<file path="src/rtl/nubus_master.sv">
// NuBus bus-master sequencer: arbitration, address, data and NULL-ATTN cycles.
// Optional DATA-phase timeout is built when NUBUS_MASTER_TIMEOUT_EN is defined.
module nubus_master (
  input  logic       nub_clkn,
  input  logic       nub_resetn,
  input  logic       cpu_reqn,
  input  logic       cpu_lockedn,
  input  logic       cpu_tm1n,
  input  logic       cpu_tm0n,
  input  logic       arb_grantn,
  input  logic       nub_startn,
  input  logic       nub_ackn,
  input  logic       nub_tm1n,
  input  logic       nub_tm0n,
  output logic       mst_arbcyn,
  output logic       mst_adrcyn,
  output logic       mst_dtacyn,
  output logic       mst_ownern,
  output logic       mst_lockedn,
  output logic       mst_tm1n,
  output logic       mst_tm0n,
  output logic       cpu_donen,
  output logic       cpu_timeoutn,
  output logic [1:0] cpu_status,
  output logic       cpu_busyn
);

  typedef enum logic [2:0] {IDLE, ARB, ADDR, DATA, ATTN} state_t;

  state_t     state, state_nx;
  logic       locked;
  logic       bus_busy;
  logic [1:0] arb_cnt;
  logic       latch_req, latch_cont, clr_locked, ack_hit, to_hit;
  logic       to_expire;

`ifdef NUBUS_MASTER_TIMEOUT_EN
  logic [7:0] to_cnt;

  always_ff @(posedge nub_clkn or negedge nub_resetn) begin
    if (!nub_resetn)                    to_cnt <= '0;
    else if (state == ADDR)             to_cnt <= '0;
    else if (state == DATA && nub_ackn) to_cnt <= to_cnt + 8'd1;
  end

  assign to_expire = (to_cnt == 8'hff);
`else
  assign to_expire = 1'b0;
`endif

  always_ff @(posedge nub_clkn or negedge nub_resetn) begin
    if (!nub_resetn) state <= IDLE;
    else             state <= state_nx;
  end

  always_comb begin
    state_nx   = state;
    latch_req  = 1'b0;
    latch_cont = 1'b0;
    clr_locked = 1'b0;
    ack_hit    = 1'b0;
    to_hit     = 1'b0;
    case (state)
      IDLE: begin
        if (!cpu_reqn) begin
          state_nx  = ARB;
          latch_req = 1'b1;
        end
      end
      ARB: begin
        if (arb_cnt >= 2'd2 && !bus_busy && !arb_grantn) state_nx = ADDR;
      end
      ADDR: state_nx = DATA;
      DATA: begin
        // ACK is checked first so it wins over a same-clock timeout
        if (!nub_ackn) begin
          ack_hit = 1'b1;
          if (locked && !cpu_reqn && !cpu_lockedn) begin
            state_nx   = ADDR;
            latch_cont = 1'b1;
          end else if (locked) begin
            state_nx   = ATTN;
            clr_locked = 1'b1;
          end else begin
            state_nx   = IDLE;
          end
        end else if (to_expire) begin
          state_nx   = IDLE;
          to_hit     = 1'b1;
          clr_locked = 1'b1;
        end
      end
      ATTN:    state_nx = IDLE;
      default: state_nx = IDLE;
    endcase
  end

  always_ff @(posedge nub_clkn or negedge nub_resetn) begin
    if (!nub_resetn) begin
      locked       <= 1'b0;
      bus_busy     <= 1'b0;
      arb_cnt      <= '0;
      mst_tm1n     <= 1'b1;
      mst_tm0n     <= 1'b1;
      cpu_status   <= 2'b11;
      cpu_donen    <= 1'b1;
      cpu_timeoutn <= 1'b1;
    end else begin
      cpu_donen    <= ~ack_hit;
      cpu_timeoutn <= ~to_hit;
      if (latch_req || latch_cont) begin
        mst_tm1n <= cpu_tm1n;
        mst_tm0n <= cpu_tm0n;
      end
      if (latch_req)       locked <= ~cpu_lockedn;
      else if (clr_locked) locked <= 1'b0;
      if (ack_hit) cpu_status <= {nub_tm1n, nub_tm0n};
      // Bus tenure is tracked in every state so a transfer already under way
      // when we enter ARB still holds us off.
      if (!nub_startn)    bus_busy <= 1'b1;
      else if (!nub_ackn) bus_busy <= 1'b0;
      if (state != ARB || !nub_startn) arb_cnt <= '0;
      else if (arb_cnt != 2'd3)        arb_cnt <= arb_cnt + 2'd1;
    end
  end

  assign mst_arbcyn  = ~(state == ARB || state == ADDR || state == ATTN ||
                         (state == DATA && locked));
  assign mst_adrcyn  = ~(state == ADDR);
  assign mst_dtacyn  = ~(state == DATA);
  assign mst_ownern  = ~(state == ADDR || state == DATA || state == ATTN);
  assign mst_lockedn = ~locked;
  assign cpu_busyn   = (state == IDLE);

endmodule

</file>
<file path="config.mk">
export PLATFORM = sky130hd
export DESIGN_NAME = nubus_master
export DESIGN_NICKNAME = d
export VERILOG_FILES = /design/src/rtl/nubus_master.sv
export SDC_FILE = /design/constraint.sdc
export NUM_CORES = 1
export LEC_CHECK = 0
export CAP_MARGIN = 20
export CORE_MARGIN = 2
export CORE_UTILIZATION = 43
export CTS_BUF_LIST = sky130_fd_sc_hd__clkbuf_8
export DETAILED_ROUTE_END_ITERATION = 12
export GPL_TIMING_DRIVEN = 0
export PLACE_DENSITY = 0.74
export SLEW_MARGIN = 5
export SYNTH_ARGS = -nofsm -noshare
export SYNTH_HDL_FRONTEND = slang
export SYNTH_SLANG_ARGS = --single-unit
</file>
<file path="constraint.sdc">
create_clock -name nub_clkn -period 2.7 [get_ports nub_clkn]
set_input_delay 0.81 -clock nub_clkn [delete_from_list [all_inputs] [get_ports nub_clkn]]
set_output_delay 0.81 -clock nub_clkn [all_outputs]
set_load 0.02 [all_outputs]
</file>
==> metrics <==
outcome finished, final reports clean; PwrDens 1100 nW/µm²; CTS Hold Bufs 0; FMAX 385 MHz; final RePlAce weighted congestion 0.741; metal2 WL 680 µm; Synth area leaders dfrtp_1, dfstp_2, nand2_1; post-synthesis cell type count 23; fin cells 104; Sum Neg Setup Slack 0 ps; largest area contributor in the netlist dfrtp_1; Die Y 42.6 µm; Critical Path RT 1890 ps; antenna cells 0; hold path start cpu_status[1]; CTS tree built; critical path endpoint category output pin; die outline width 42.6 µm; total power 0.00102 W; Max-Cap Viols 0; Final nets 103; Area after DPL 868 µm²; yosys warns 0; total global-route track usage 0.163; Post-route DRC 0; Synth Flop Type dfrtp_1; Post-Route WL 1380 µm; IO Pins 23; DRT iter0 DRCs 8; worst hold endpoint cpu_status[1]; Overflow after GRT 0; reg2reg end mst_tm1n; r2r worst-path depth 4; met3 wire len 67 µm; layout cells sized above 1 0.202; largest net degree at the start of global routing 13; max-slew violation count 0; clock latency on the worst-skew pair 240 ps; First-pass DRT Iterations 4; initial antenna violation count 0; Post-Syn Area per Cell 9.99 µm²; number of global-route vias before repair 508; Min-Delay Path Class reg -> reg; EDFF count, synth 0; Clock H-tree levels 1; via count 526; post-DR wirelength/cell 13.2 µm; TritonCTS sink count 12; WS Path Type reg -> out; final setup fails 0; first-pass GRT wire length 2210 µm; most frequent cell after synthesis nand2_1; Worst-Margin Slew 546 ps; Post-CTS Setup Bufs 0; Antenna Nets Post-Route 0; Final Cell Area 928 µm²; Final Skew 2.41 ps; via-per-instance ratio 5.06; Initial Utilization 0.474; Leakage 0.400 nW; die area 1810 µm²; RSZ-0062 raised after global routing no; Area Growth Syn to Fin 45.2%; synth cell count leaders nand2_1, dfrtp_1, nor2_1; fin crit share 0.962; core area 1350 µm²; final core occ 0.688; Max Fanout on Critical Path 9; dpl cells 100; Cell Rows 13; Post-Syn Nets 77; Detailed Place HPWL 1000 µm; FF-to-FF setup slack 1360 ps; clock tree buffer depth 2; Final Hold Viols 0; Max-slew headroom 0.635; max layer used met3; Syn Inst Count 64; CTS buffer count 3; min Tclk post-route 2600 ps; wire length on met1 627 µm; Worst EP arrival 1790 ps; CTS root buf clkbuf_8; Synth top area share 0.274; Yosys reg bits 12; RR Startpoint state[0]; crit start category register; CTS clk-pin slew, worst paths 50 ps; register area share after synthesis 0.479; Syn Std Cell Area 639 µm²; hold path depth 2; input/output buffers 21; worst-case vdd ir drop 0.679 mV; Post-synth ARST share 1.00
[state kept, by name (all words and copies together), names as in the netlist]
| register | flops |
|---|---|
| bus_busy | 1 |
| cpu_donen | 1 |
| mst_tm1n | 1 |
| state | 3 |
| cpu_status | 2 |
| mst_tm0n | 1 |
| locked | 1 |
| arb_cnt | 2 |
[where the power goes]
group | total (W) | internal (W) | switching, W | leakage, nW
Clock | 0.000193 | 0.000129 | 0.0000646 | 0.0288
Sequential | 0.000310 | 0.000269 | 0.0000410 | 0.137
Combinational | 0.000516 | 0.000245 | 0.000272 | 0.234
Total | 0.00102 | 0.000643 | 0.000377 | 0.400
[area by class of cell]
class / count / area [µm²]
plain buffers: 4 / 37.5
multi-input cells: 44 / 285
flip-flops and latches: 12 / 307
repair buffers: 21 / 210
inverters: 4 / 15.0
clock buffers: 4 / 55.1
well taps: 15 / 18.8
fillers: 119 / 422
[how the worst max path moves through the flow]
| stage | depth (start not counted) | end | slack [ps] | startpoint |
|---|---|---|---|---|
| 2_1_floorplan | 4 | mst_arbcyn | 460 | state[0] |
| 3_3_place_gp | 5 | mst_arbcyn | 330 | state[0] |
| 3_5_place_dp | 5 | mst_arbcyn | 310 | state[0] |
| 4_1_cts | 5 | mst_arbcyn | 40 | state[1] |
| 5_1_grt | 5 | mst_arbcyn | 20 | state[0] |
| 6_report | 5 | mst_arbcyn | 100 | state[0] |
[layer usage]
metal / up-vias / GRT usage
met5: - / 0
met4: 0 / 0.0375
met3: 0 / 0.0647
met2: 13 / 0.246
met1: 252 / 0.220
li1: 261 / -
[metrics by stage]
stage                     setup slack, ps  hold WS, ps
after floorplan                       462          449
after global placement                327          450
after detailed placement              309          454
after CTS                            42.2          462
after global routing                 15.5          493
final                                 102          460
[critical path: stages (launching register included)]
cell and delay, ps:
dfrtp_1 350, buf_4 170, nor3_2 250, a21oi_1 60, o21ai_0 80, clkdlybuf4s50_1 630
[timing repair]
action                     in CTS  in global routing
gates resized for setup         0                  1
hold endpoints to repair        0                  0
setup endpoints to repair       0                  1
[kinds of logic after synthesis]
group	synth area share
multiplexers	0.0352
AND/OR/NAND/NOR	0.227
other	0.00587
AO/OA/AOI/OAI	0.117
XOR/XNOR	0.0137
flip-flops	0.479
buffers and inverters	0.0822
adder cells (fa/ha/maj)	0.0391
[placed cells by master, fill, tap and decap left out, drive strengths merged, types with 2 or more instances in the layout]
master / netlist / final
dfrtp: 7 / 7
o31ai: 2 / 2
inv: 4 / 4
a21oi: 6 / 6
clkdlybuf4s50: 0 / 21
ha: 2 / 2
nor3b: 2 / 2
mux2: 2 / 2
o21ai: 2 / 2
nand2: 11 / 11
nor2: 6 / 6
clkbuf: 0 / 4
buf: 4 / 4
dfstp: 5 / 5
nor3: 3 / 3
Power figures use the tool's default switching activity.
